**src/rtl/mult_div_unit.sv**
```systemverilog
// Iterative HI/LO multiply/divide unit: shift-add multiply and restoring divide on
// magnitudes, signs applied in a single fix-up cycle; fixed 33-cycle latency.
module mult_div_unit #(
  parameter int WIDTH = 32,
  parameter int ITERS = 32
) (
  input  logic             Clock,
  input  logic             Reset,
  input  logic             Start,
  input  logic [1:0]       Op,
  input  logic [WIDTH-1:0] ReadData1,
  input  logic [WIDTH-1:0] ReadData2,
  input  logic             HiWrite,
  input  logic             LoWrite,
  input  logic [WIDTH-1:0] WriteData,
  output logic             Busy,
  output logic             Done,
  output logic [WIDTH-1:0] HiOut,
  output logic [WIDTH-1:0] LoOut,
  output logic [1:0]       dbg_state
);

  // Handshake: Start is taken on any edge where Busy=0 (it has priority over
  // HiWrite/LoWrite); while Busy=1 Start, HiWrite and LoWrite are all ignored.
  typedef enum logic [1:0] {
    S_IDLE = 2'd0,
    S_CALC = 2'd1,
    S_FIX  = 2'd2
  } state_t;

  localparam int CW = $clog2(ITERS);
  localparam logic [CW-1:0] LAST = CW'(ITERS - 1);

  state_t           state_q, state_d;
  logic [CW-1:0]    cnt_q, cnt_d;
  logic [1:0]       op_q, op_d;
  logic [WIDTH-1:0] rs_q, rs_d;
  logic [WIDTH-1:0] oper_q, oper_d;
  logic [WIDTH-1:0] work_hi_q, work_hi_d;
  logic [WIDTH-1:0] work_lo_q, work_lo_d;
  logic             neg_lo_q, neg_lo_d;
  logic             neg_hi_q, neg_hi_d;
  logic             div0_q, div0_d;
  logic [WIDTH-1:0] hi_q, hi_d;
  logic [WIDTH-1:0] lo_q, lo_d;
  logic             done_q, done_d;

  logic [WIDTH-1:0]   abs_a, abs_b;
  logic [WIDTH:0]     mul_sum;
  logic [WIDTH:0]     div_shift;
  logic               div_ge;
  logic [WIDTH-1:0]   div_rem;
  logic [2*WIDTH-1:0] product, prod_fix;
  logic [WIDTH-1:0]   quo_fix, rem_fix;

  assign abs_a = (Op[0] && ReadData1[WIDTH-1]) ? -ReadData1 : ReadData1;
  assign abs_b = (Op[0] && ReadData2[WIDTH-1]) ? -ReadData2 : ReadData2;

  // Multiply keeps {partial, multiplier} in work_hi/work_lo and shifts right;
  // divide keeps {remainder, dividend->quotient} and shifts left.
  assign mul_sum   = {1'b0, work_hi_q} + (work_lo_q[0] ? {1'b0, oper_q} : '0);
  assign div_shift = {work_hi_q, work_lo_q[WIDTH-1]};
  assign div_ge    = div_shift >= {1'b0, oper_q};
  assign div_rem   = div_shift[WIDTH-1:0] - oper_q;

  assign product  = {work_hi_q, work_lo_q};
  assign prod_fix = neg_lo_q ? -product : product;
  assign quo_fix  = neg_lo_q ? -work_lo_q : work_lo_q;
  assign rem_fix  = neg_hi_q ? -work_hi_q : work_hi_q;

  always_comb begin
    state_d   = state_q;
    cnt_d     = cnt_q;
    op_d      = op_q;
    rs_d      = rs_q;
    oper_d    = oper_q;
    work_hi_d = work_hi_q;
    work_lo_d = work_lo_q;
    neg_lo_d  = neg_lo_q;
    neg_hi_d  = neg_hi_q;
    div0_d    = div0_q;
    hi_d      = hi_q;
    lo_d      = lo_q;
    done_d    = 1'b0;
    case (state_q)
      S_IDLE: begin
        if (Start) begin
          state_d   = S_CALC;
          cnt_d     = '0;
          op_d      = Op;
          rs_d      = ReadData1;
          work_hi_d = '0;
          neg_lo_d  = Op[0] & (ReadData1[WIDTH-1] ^ ReadData2[WIDTH-1]);
          neg_hi_d  = Op[0] & (Op[1] ? ReadData1[WIDTH-1]
                                     : (ReadData1[WIDTH-1] ^ ReadData2[WIDTH-1]));
          div0_d    = Op[1] && (ReadData2 == '0);
          if (Op[1]) begin
            work_lo_d = abs_a;
            oper_d    = abs_b;
          end else begin
            work_lo_d = abs_b;
            oper_d    = abs_a;
          end
        end else begin
          if (HiWrite) hi_d = WriteData;
          if (LoWrite) lo_d = WriteData;
        end
      end
      S_CALC: begin
        if (op_q[1]) begin
          work_hi_d = div_ge ? div_rem : div_shift[WIDTH-1:0];
          work_lo_d = {work_lo_q[WIDTH-2:0], div_ge};
        end else begin
          work_hi_d = mul_sum[WIDTH:1];
          work_lo_d = {mul_sum[0], work_lo_q[WIDTH-1:1]};
        end
        cnt_d = cnt_q + 1'b1;
        if (cnt_q == LAST) state_d = S_FIX;
      end
      S_FIX: begin
        state_d = S_IDLE;
        done_d  = 1'b1;
        if (div0_q) begin
          hi_d = rs_q;
          lo_d = '1;
        end else if (op_q[1]) begin
          hi_d = rem_fix;
          lo_d = quo_fix;
        end else begin
          {hi_d, lo_d} = prod_fix;
        end
      end
      default: state_d = S_IDLE;
    endcase
  end

  always_ff @(posedge Clock) begin
    if (Reset) begin
      state_q   <= S_IDLE;
      cnt_q     <= '0;
      op_q      <= '0;
      rs_q      <= '0;
      oper_q    <= '0;
      work_hi_q <= '0;
      work_lo_q <= '0;
      neg_lo_q  <= 1'b0;
      neg_hi_q  <= 1'b0;
      div0_q    <= 1'b0;
      hi_q      <= '0;
      lo_q      <= '0;
      done_q    <= 1'b0;
    end else begin
      state_q   <= state_d;
      cnt_q     <= cnt_d;
      op_q      <= op_d;
      rs_q      <= rs_d;
      oper_q    <= oper_d;
      work_hi_q <= work_hi_d;
      work_lo_q <= work_lo_d;
      neg_lo_q  <= neg_lo_d;
      neg_hi_q  <= neg_hi_d;
      div0_q    <= div0_d;
      hi_q      <= hi_d;
      lo_q      <= lo_d;
      done_q    <= done_d;
    end
  end

  assign Busy      = (state_q != S_IDLE);
  assign Done      = done_q;
  assign HiOut     = hi_q;
  assign LoOut     = lo_q;
  assign dbg_state = state_q;

endmodule

```
**config.mk**
```make
export PLATFORM = sky130hd
export DESIGN_NAME = mult_div_unit
export DESIGN_NICKNAME = d
export VERILOG_FILES = /design/src/rtl/mult_div_unit.sv
export SDC_FILE = /design/constraint.sdc
export NUM_CORES = 1
export LEC_CHECK = 0
export BUFFER_PORTS_ARGS = -buffer_cell sky130_fd_sc_hd__buf_2
export CAP_MARGIN = 30
export CELL_PAD_IN_SITES_DETAIL_PLACEMENT = 1
export CELL_PAD_IN_SITES_GLOBAL_PLACEMENT = 1
export CORE_ASPECT_RATIO = 0.5
export CORE_MARGIN = 2
export CORE_UTILIZATION = 45
export CTS_CLUSTER_DIAMETER = 100
export DETAILED_ROUTE_END_ITERATION = 8
export PLACE_DENSITY = 0.91
export SYNTH_ARGS = -nofsm -noshare
export SYNTH_HDL_FRONTEND = slang
export SYNTH_SLANG_ARGS = --single-unit
```
**constraint.sdc**
```tcl
create_clock -name Clock -period 11.6 [get_ports Clock]
set_clock_uncertainty 0.2 [all_clocks]
set_input_delay 1.74 -clock Clock [delete_from_list [all_inputs] [get_ports Clock]]
set_output_delay 1.74 -clock Clock [all_outputs]
set_load 0.005 [all_outputs]
```
==> metrics, run 1 <==
status complete, no violations; initial antenna violation count 4; Final Critical Period between 4000 and 5000 ps; DP Wirelength between 50000 and 60000 um; DRT antenna net count 0; final wirelength between 60000 and 70000 um; post-DR wirelength/cell 25.52 um; global-route wire length before repair around 100000 um; IO buf count between 150 and 200; Internal around 1.4 mW; yosys warns 0; FFs w/ async S/R, synth 0%; final setup vio count 0; vias in the first global route around 17000; Switching Share approximately 35%; GP Congestion about 1; total setup buffers inserted after CTS 0; Pleak approximately 7 nW; Comb pwr share 26.9%; H-Tree Depth 1; Peak VDD IR 0.0001217 V; CTS Buf Count 22; Area Growth Syn to Fin 12.14%; vias per cell between 6 and 7; max_slew headroom 28.76%; share of layout cells above drive strength 1 approximately 12%; Pre-antenna DRT Iters 5; CTS tree yes; Gate Count Post-Synth roughly 2100; RSZ-0062 raised after global routing no; CTS resizes 0; critical path launch point type flop; Final nets 2359; Pwr Density around 130 nW/um2; initial DRC count approximately 2100; clk slew on worst S/H paths about 70 ps; dpl ws 6766 ps; Placeable Area about 34000 um2; Tcrit/Tclk final between 30% and 40%; full die area 36240 um2; # IOs 171; Initial Util a little under half; sequential share of the synthesized area a little over a quarter; gr usage total 36.78%; EDFF count, synth 0; crit path capture type flop; largest net degree at the start of global routing around 80; Setup WS post-layout about 7000 ps; Synth Cell Area around 16000 um2; sequential power share between 30% and 40%; maximum fanout along the worst path 30; clk sinks 204; CTS max path bufs 3; GRT overflow 0; slew at the pin closest to its max-slew limit 1069 ps; clock network fraction of design power between 30% and 40%; WS Path Type flop to flop; Site Rows 48; Die Span X 267.2 um; most common flop cell mapped by yosys dfxtp_1; post-cts hold buffer count 0; Psw 792.9 uW; syn_area_per_cell ~7.4 um2; WP data arrival 4860 ps; CTS Root Buffer Type clkbuf_16; final hold viol count 0; Max Clk Rate 0.2161 GHz; clk_lat worst skew roughly 550 ps; Die Y between 100 and 150 um; fin util 50.99%; Worst Path Required 11840 ps; drt drc 0; Max-Cap Viols 0; syn nets 2291; Seq cells post-synth around 200; Max Slew Vio Count 0; via count 17530; Synth cell types 75; Min-Delay Path Class flop to flop; TNS Setup 0 ps
area by class of cell:
cell class                      count  area [um2]
Fill cell                        4338       16810
Multi-Input combinational cell   1704       10730
Sequential cell                   204        4085
Timing Repair Buffer              191        1011
Clock buffer                       28       623.1
Tap cell                          475       594.3
Inverter                           61       229.0
Clock inverter                     12       200.2
Antenna cell                        4       10.01
cells in the mapped netlist (10+ instances only):
master / instances / area [um2]
inv_1: 61 / 229.0
nand4_1: 12 / 75.07
o31ai_1: 23 / 172.7
xnor2_1: 95 / 832.1
nand3_1: 24 / 120.1
buf_1: 18 / 67.56
o21a_1: 10 / 75.07
a22oi_1: 13 / 97.59
ha_1: 70 / 875.8
and2_1: 15 / 93.84
dfxtp_1: 204 / 4084
a211oi_1: 82 / 615.6
a21oi_1: 246 / 1231
or3_1: 14 / 87.58
nand2_1: 271 / 1017
o41ai_1: 17 / 148.9
o211ai_1: 42 / 315.3
and3_1: 11 / 68.82
o221ai_1: 29 / 254.0
nor4_1: 12 / 75.07
nor3_1: 48 / 240.2
a21o_1: 34 / 255.2
clkbuf_1: 119 / 446.7
a31oi_1: 19 / 118.9
o22ai_1: 14 / 87.58
nor2b_1: 12 / 75.07
or4_1: 11 / 82.58
nand2b_1: 17 / 106.4
nor2_1: 219 / 822.0
mux2i_1: 41 / 410.4
o21ai_0: 105 / 525.5
xor2_1: 75 / 656.9
path summary, 6_finish.rpt:
| check | from | slack, ps | end | cells after the start |
|---|---|---|---|---|
| max | work_lo_q[0]$_SDFFE_PP0P_ | 6970 | work_hi_q[30]$_SDFFE_PP0P_ | 14 |
| max reg2reg | work_lo_q[0]$_SDFFE_PP0P_ | 6970 | work_hi_q[30]$_SDFFE_PP0P_ | 14 |
| min | LoOut[22]$_SDFFE_PP0P_ | 260 | LoOut[22]$_SDFFE_PP0P_ | 2 |
| min reg2reg | LoOut[22]$_SDFFE_PP0P_ | 260 | LoOut[22]$_SDFFE_PP0P_ | 2 |
power by group through the flow:
stage / Sequential, mW / Clock, mW / Combinational, mW
after floorplan: 0.787 / 0 / 0.394
after global placement: 0.816 / 0 / 0.557
after detailed placement: 0.817 / 0 / 0.572
after CTS: 0.803 / 0.822 / 0.582
after global routing: 0.809 / 0.850 / 0.641
final: 0.808 / 0.828 / 0.601
placed cells by master (no fill, tap or decap), types with 10 or more instances in the layout:
master,count
buf_4,22
a22oi_1,13
nor2b_1,10
o211ai_1,42
nand4_1,12
nand2_1,271
o21ai_0,105
o31ai_1,23
inv_1,61
nor2_1,217
mux2i_1,41
xnor2_1,95
o221ai_1,29
clkbuf_16,22
o22ai_1,14
a211oi_1,82
a21oi_1,246
and2_1,15
or4_1,11
buf_2,169
or3_1,14
nor3_1,47
ha_1,70
xor2_1,75
a31oi_1,19
a21o_1,34
nand2b_1,17
nand3_1,24
and3_1,11
o21a_1,10
o41ai_1,17
dfxtp_1,203
nor4_1,12
worst max-delay path, cell delays in order, from the launching register on:
cell      delay, ps
dfxtp_1         600
inv_1           120
buf_4           260
nor2_1          170
ha_1            290
o211ai_1        180
o21ai_1         120
o21ai_0         520
a21oi_1         310
a311oi_2        570
nor3_1          120
or4_1           510
a21oi_1         150
o21ai_1          70
a32o_1          280
cells by family (layout without fill, tap and decap cells):
group	count (synthesis)	after routing	share of synthesized area, %
compound gates	720	720	30.03
xor+xnor	170	170	9.550
fa+ha+maj	72	72	5.874
buf+inv	208	292	5.184
flops	204	204	26.19
mux	45	45	2.921
other cells	0	4	0
simple gates	697	697	20.25
through the flow:
stage,instances,total power [mW],hold slack [ps],cell area (um2)
floorplan,2116,1.181,228.7,15590
detailed placement,2635,1.389,247.4,16650
global placement,2635,1.373,238.2,16650
CTS,2675,2.206,258.3,17470
finish,2679,2.236,255.9,17480
global route,2679,2.300,287.2,17480
routing by layer:
metal	vias to the layer above	share of wire [%]	GRT usage [%]
met5	-	0.019	0
met4	2	4.1	13.64
met3	208	11	9.996
met2	883	43	57.01
met1	8620	42	48.90
li1	7815	-	-
registers in the layout, indices dropped and copies added, names as in the netlist:
| signal | flops |
|---|---|
| Done | 1 |
| HiOut | 32 |
| LoOut | 32 |
| cnt_q | 5 |
| dbg_state | 2 |
| div0_q | 1 |
| neg_hi_q | 1 |
| neg_lo_q | 1 |
| op_q | 1 |
| oper_q | 32 |
| rs_q | 32 |
| work_hi_q | 32 |
| work_lo_q | 32 |
Note: power is estimated with default switching activity, not from simulation.
==> run 2: changes to the inputs <==
--- a/config.mk
+++ b/config.mk
@@ -11,10 +11,10 @@
 export CELL_PAD_IN_SITES_GLOBAL_PLACEMENT = 1
 export CORE_ASPECT_RATIO = 0.5
 export CORE_MARGIN = 2
-export CORE_UTILIZATION = 45
+export CORE_UTILIZATION = 44
 export CTS_CLUSTER_DIAMETER = 100
 export DETAILED_ROUTE_END_ITERATION = 8
-export PLACE_DENSITY = 0.91
+export PLACE_DENSITY = 0.89
 export SYNTH_ARGS = -nofsm -noshare
 export SYNTH_HDL_FRONTEND = slang
 export SYNTH_SLANG_ARGS = --single-unit
==> constraint.sdc (replaced) <==
create_clock -name Clock -period 4.6 [get_ports Clock]
set_clock_uncertainty 0.2 [all_clocks]
set_input_delay 0.69 -clock Clock [delete_from_list [all_inputs] [get_ports Clock]]
set_output_delay 0.69 -clock Clock [all_outputs]
set_load 0.005 [all_outputs]
==> metrics, run 2 (synthesis results as in run 1) <==
max_slew headroom 33.45% (was 28.76%); Placeable Area 34710 um2 (was 34290 um2); non-filler cells, final 2704 (was 2679); maximum fanout along the worst path 15 (was 30); clk slew on worst S/H paths 80 ps (was 70 ps); vias per cell 6.557 (was 6.543); commonest non-fill, non-tap cell in the layout nand2_1 (unchanged); share of layout cells above drive strength 1 13.25% (was 12.32%); CP top delay family simple AND/OR/NAND/NOR gates (was compound AO/OA/AOI/OAI gates); final wirelength 69860 um (was 68370 um); Pwr Density 314.5 nW/um2 (was 127.9 nW/um2); Worst Path Required 4800 ps (was 11840 ps); CTS tree yes (unchanged); dpl ws 504.9 ps (was 6766 ps); dpl cells 2660 (was 2635); hold-critical path endpoint rs_q[20]$_SDFFE_PP0P_ (was LoOut[22]$_SDFFE_PP0P_); slew at the pin closest to its max-slew limit 992.3 ps (was 1069 ps); WS Path Type flop to flop (unchanged); IO buf count 170 (unchanged); most frequent cells in the layout nand2_1, a21oi_1, nor2_1, dfxtp_1, buf_2 (unchanged); clk sinks 204 (unchanged); Max Slew Vio Count 0 (unchanged); Max Clk Rate 0.2390 GHz (was 0.2161 GHz); critical path launch point type flop (unchanged); CTS resizes 0 (unchanged); post-DR wirelength/cell 25.84 um (was 25.52 um); crit path cell chain inv_1, ha_1, nor3b_1, nand4_1, nor2_1, nand2_1, o21ai_2, o21ai_0, xnor2_1, nor2_1, a211oi_1, nor3_1 (was inv_1, buf_4, nor2_1, ha_1, o211ai_1, o21ai_1, o21ai_0, a21oi_1, a311oi_2, nor3_1, or4_1, a21oi_1, o21ai_1, a32o_1); Min-Delay Path Class input pin to flop (was flop to flop); clk_lat worst skew 570 ps (was 550 ps); Site Rows 48 (unchanged); via count 17730 (was 17530); FF-to-FF Start work_lo_q[0]$_SDFFE_PP0P_ (unchanged); # IOs 171 (unchanged); CTS Root Buffer Type clkbuf_16 (unchanged); initial antenna violation count 4 (unchanged); gr usage total 36.42% (was 36.78%); DRT antenna net count 0 (unchanged); drt drc 0 (unchanged); CP max stage delay 580 ps (was 600 ps); GRT overflow 0 (unchanged); Peak VDD IR 0.0002804 V (was 0.0001217 V); DP Wirelength 52680 um (was 50930 um); Worst Hold Launch ReadData1[20] (was LoOut[22]$_SDFFE_PP0P_); largest net degree at the start of global routing 82 (unchanged); Hold Crit Depth 3 (was 2); Die Span X 270.2 um (was 267.2 um); crit path capture type flop (unchanged); critical path launch point work_lo_q[0]$_SDFFE_PP0P_ (unchanged); storage element area 4085 um2 (unchanged); vias in the first global route 17140 (was 17050); Pre-antenna DRT Iters 6 (was 5); post-cts hold buffer count 0 (unchanged); CP max stage cell xnor2_1 (was dfxtp_1); Initial Util 44.91% (was 45.46%); Setup WS post-layout 416.6 ps (was 6973 ps); GP Congestion 1.017 (was 0.9786); RSZ-0062 raised after global routing no (unchanged); WP buf/inv 1 (was 2); Final nets 2385 (was 2359); full die area 37050 um2 (was 36240 um2); Reg-to-Reg End HiOut[16]$_SDFFE_PP0P_ (was work_hi_q[30]$_SDFFE_PP0P_); Die Y 137.1 um (was 135.6 um); WP data arrival 4390 ps (was 4860 ps); H-Tree Depth 1 (unchanged); CTS Buf Count 22 (unchanged); Multi-input gate area 10730 um2 (about the same); Crit path top cell by count nor2_1; Pleak 7.074 nW (was 6.974 nW); CTS max path bufs 3 (unchanged); TNS Setup 0 ps (unchanged); Max-Cap Viols 0 (unchanged); final setup vio count 0 (unchanged); Tcrit/Tclk final 90.94% (was 39.89%); initial DRC count 1952 (was 2099); final hold viol count 0 (unchanged); total setup buffers inserted after CTS 0 (unchanged); # fillers 4460 (was 4338); Final Critical Period 4183 ps (was 4627 ps); Area Growth Syn to Fin 13.31% (was 12.14%); reg2reg path depth 12 (was 14); global-route wire length before repair 103900 um (was 102900 um); worst reg2reg setup slack 420 ps (was 6970 ps); status complete, no violations (unchanged); Min Hold Slack 202.3 ps (was 255.9 ps)
[run 2: cell count changes in the layout (fill, tap and decap cells not counted), moves of 2 or more]
| cell | delta |
|---|---|
| buf_4 | +21 |
| buf_12 | +2 |
| clkinvlp_4 | +5 |
| clkinv_2 | -3 |
| bufinv_16 | -3 |
[run 2: routing by layer]
metal / global-route usage, % / part of all wire (%) / wire length (um) / vias to the layer above
met4: 13.72 / 3.9 / 2692 / 4
met3: 10.12 / 11 / 7760 / 195
met5: 0 / 0.033 / 23 / -
li1: - / - / - / 7873
met1: 48.37 / 42 / 29450 / 8723
met2: 56.44 / 43 / 29930 / 936
[run 2: report_power, final]
part	leakage (nW)	total, mW	internal [mW]	switching, mW
logic	5.05	1.58	0.540	1.04
registers	1.67	2.02	1.87	0.143
clock network	0.359	1.96	1.07	0.885
[run 2: worst max-delay path by stage]
stage	to	cells past startpoint	slack (ps)
2_1_floorplan	work_hi_q[30]$_SDFFE_PP0P_	15	910
3_3_place_gp	work_hi_q[29]$_SDFFE_PP0P_	14	650
3_5_place_dp	work_hi_q[29]$_SDFFE_PP0P_	14	500
4_1_cts	work_hi_q[29]$_SDFFE_PP0P_	14	480
5_1_grt	work_hi_q[29]$_SDFFE_PP0P_	14	180
6_report	HiOut[16]$_SDFFE_PP0P_	12	420
[run 2: through the flow]
stage	cell area, um2	utilization (%)	total power, mW
after detailed placement	16880	48.64	3.547
after global routing	17660	50.88	5.731
after CTS	17650	50.85	5.481
after global placement	16850	48.53	3.499
after floorplan	15590	-	2.977
final	17670	50.89	5.556
[run 2: cell type report]
class	instances	area share, %
Multi-Input combinational cell	1704	60.73
Timing Repair Buffer	217	7.090
Clock buffer	28	3.470
Clock inverter	12	0.8782
Inverter	61	1.296
Antenna cell	3	0.04250
Sequential cell	204	23.12
Tap cell	475	3.364
[run 2: worst register-to-register path, stage by stage, from the launching register on]
cell	delay (ps)
dfxtp_1	320
inv_1	420
ha_1	400
nor3b_1	290
nand4_1	210
nor2_1	360
nand2_1	220
o21ai_2	280
o21ai_0	220
xnor2_1	580
nor2_1	80
a211oi_1	340
nor3_1	130
==> run 3: changes to the inputs <==
--- a/config.mk
+++ b/config.mk
@@ -15,6 +15,7 @@
 export CTS_CLUSTER_DIAMETER = 100
 export DETAILED_ROUTE_END_ITERATION = 8
 export PLACE_DENSITY = 0.89
+export SETUP_SLACK_MARGIN = 0.5
 export SYNTH_ARGS = -nofsm -noshare
 export SYNTH_HDL_FRONTEND = slang
 export SYNTH_SLANG_ARGS = --single-unit
==> metrics, run 3 (synthesis results as in run 1) <==
status complete, no violations (unchanged); initial DRC count 2098 (was 1952); CTS tree yes (unchanged); IO buf count 170 (unchanged); Tcrit/Tclk final 87.68% (was 90.94%); storage element area 4086 um2 (was 4085 um2); total chip power 5.559 mW (was 5.556 mW); vias per cell 6.563 (was 6.557); largest net degree at the start of global routing 82 (unchanged); Area Growth Syn to Fin 13.66% (was 13.31%); RSZ-0062 raised after global routing no (unchanged); WS Path Type flop to flop (unchanged); Pleak 7.092 nW (was 7.074 nW); post-DR wirelength/cell 25.81 um (was 25.84 um); final hold viol count 0 (unchanged); # IOs 171 (unchanged); final wirelength 69920 um (was 69860 um); Pre-antenna DRT Iters 7 (was 6); met2 wire length 30050 um (was 29930 um); Peak VDD IR 0.0002800 V (was 0.0002804 V); vias in the first global route 17120 (was 17140); global-route wire length before repair 103800 um (was 103900 um); full die area 37050 um2 (unchanged); Max-Cap Viols 0 (unchanged); Die Y 137.1 um (unchanged); clk_lat worst skew 560 ps (was 570 ps); slew at the pin closest to its max-slew limit 981.8 ps (was 992.3 ps); met3 wire len 7985 um (was 7760 um); wire length on met1 29130 um (was 29450 um); Worst Path Required 4800 ps (about the same); Site Rows 48 (unchanged); Die Span X 270.2 um (unchanged); DRT antenna net count 0 (unchanged); clk slew on worst S/H paths 70 ps (was 80 ps); most frequent cells in the layout nand2_1, a21oi_1, nor2_1, dfxtp_1, buf_2 (unchanged); clk sinks 204 (unchanged); maximum fanout along the worst path 6 (was 15); crit path capture type flop (unchanged); H-Tree Depth 1 (unchanged); critical path launch point type flop (unchanged); Final nets 2390 (was 2385); TNS Setup 0 ps (unchanged); Initial Util 44.91% (unchanged); commonest non-fill, non-tap cell in the layout nand2_1 (unchanged); max_slew headroom 34.55% (was 33.45%); final setup vio count 0 (unchanged); WP data arrival 4240 ps (was 4390 ps); fin util 51.05% (was 50.89%); Max Slew Vio Count 0 (unchanged); DR top layer met5 (unchanged); via count 17780 (was 17730); Placeable Area 34710 um2 (unchanged); DP Wirelength 52680 um (unchanged); GP Congestion 1.017 (unchanged); Max Clk Rate 0.2479 GHz (was 0.2390 GHz); share of layout cells above drive strength 1 13.63% (was 13.25%); Final Critical Period 4033 ps (was 4183 ps); Pwr Density 313.7 nW/um2 (was 314.5 nW/um2); drt drc 0 (unchanged); # fillers 4459 (was 4460); Min-Delay Path Class input pin to flop (unchanged); gr usage total 36.42% (unchanged); initial antenna violation count 4 (unchanged); CTS Buf Count 22 (unchanged); CTS Root Buffer Type clkbuf_16 (unchanged); GRT overflow 0 (unchanged); Multi-input gate area 10740 um2 (was 10730 um2); CTS max path bufs 3 (unchanged)
==> run 3: final cells by class <==
cell class | instances | share of cell area (%)
timing repair buffer | 221 | 7.237
clock buffer | 28 | 3.460
clock inverter | 12 | 0.8755
tap | 475 | 3.354
inverter | 61 | 1.313
timing repair inverter | 1 | 0.04236
sequential | 204 | 23.06
multi-input combinational | 1704 | 60.62
antenna | 3 | 0.04236
==> run 3: per-layer routing <==
metal  GRT usage (%)  up-vias
li1                -     7883
met1           48.43     8694
met2           56.50      980
met3           10.05      217
met4           13.57        4
met5               0        -
==> run 3: metrics by stage <==
stage          instances  setup slack, ps  instance area [um2]  hold slack (ps)
4_1_cts             2700            500.0                17660            198.8
3_3_place_gp        2658            652.2                16850            238.5
3_5_place_dp        2660            504.9                16880            247.3
5_1_grt             2708            452.1                17720            213.3
2_1_floorplan       2116            909.9                15590            228.7
6_report            2709            566.9                17720            203.6
==> run 3: timing repair <==
action                                  CTS  global route
endpoints found under the setup margin    1             2
hold buffers                              0             0
cloned                                    0             1
buffers inserted                          0             4
pin swaps                                 0             0
gates resized for setup                   1             8
hold endpoints to repair                  0             0
==> run 3: power by group <==
part / switching, mW / leakage (nW) / internal [mW]
Combinational: 1.04 / 5.06 / 0.544
Sequential: 0.144 / 1.67 / 1.87
Clock: 0.877 / 0.359 / 1.07
==> run 3: critical path: stages, from the launching register on <==
cell	delay, ps
dfxtp_2	360
clkinvlp_4	140
buf_4	150
ha_1	280
nor3b_1	280
nand4_1	200
nor2_1	390
nand2_1	240
o21ai_2	270
o21ai_0	220
xnor2_1	600
nor2_1	80
a211oi_1	350
nor3_1	130
==> run 3: worst paths after layout <==
path	cells past startpoint	endpoint	from	slack (ps)
min	3	rs_q[12]$_SDFFE_PP0P_	ReadData1[12]	200
max	13	HiOut[16]$_SDFFE_PP0P_	work_lo_q[0]$_SDFFE_PP0P_	570
max reg2reg	13	HiOut[16]$_SDFFE_PP0P_	work_lo_q[0]$_SDFFE_PP0P_	570
min reg2reg	2	oper_q[17]$_SDFFE_PP0P_	oper_q[17]$_SDFFE_PP0P_	250
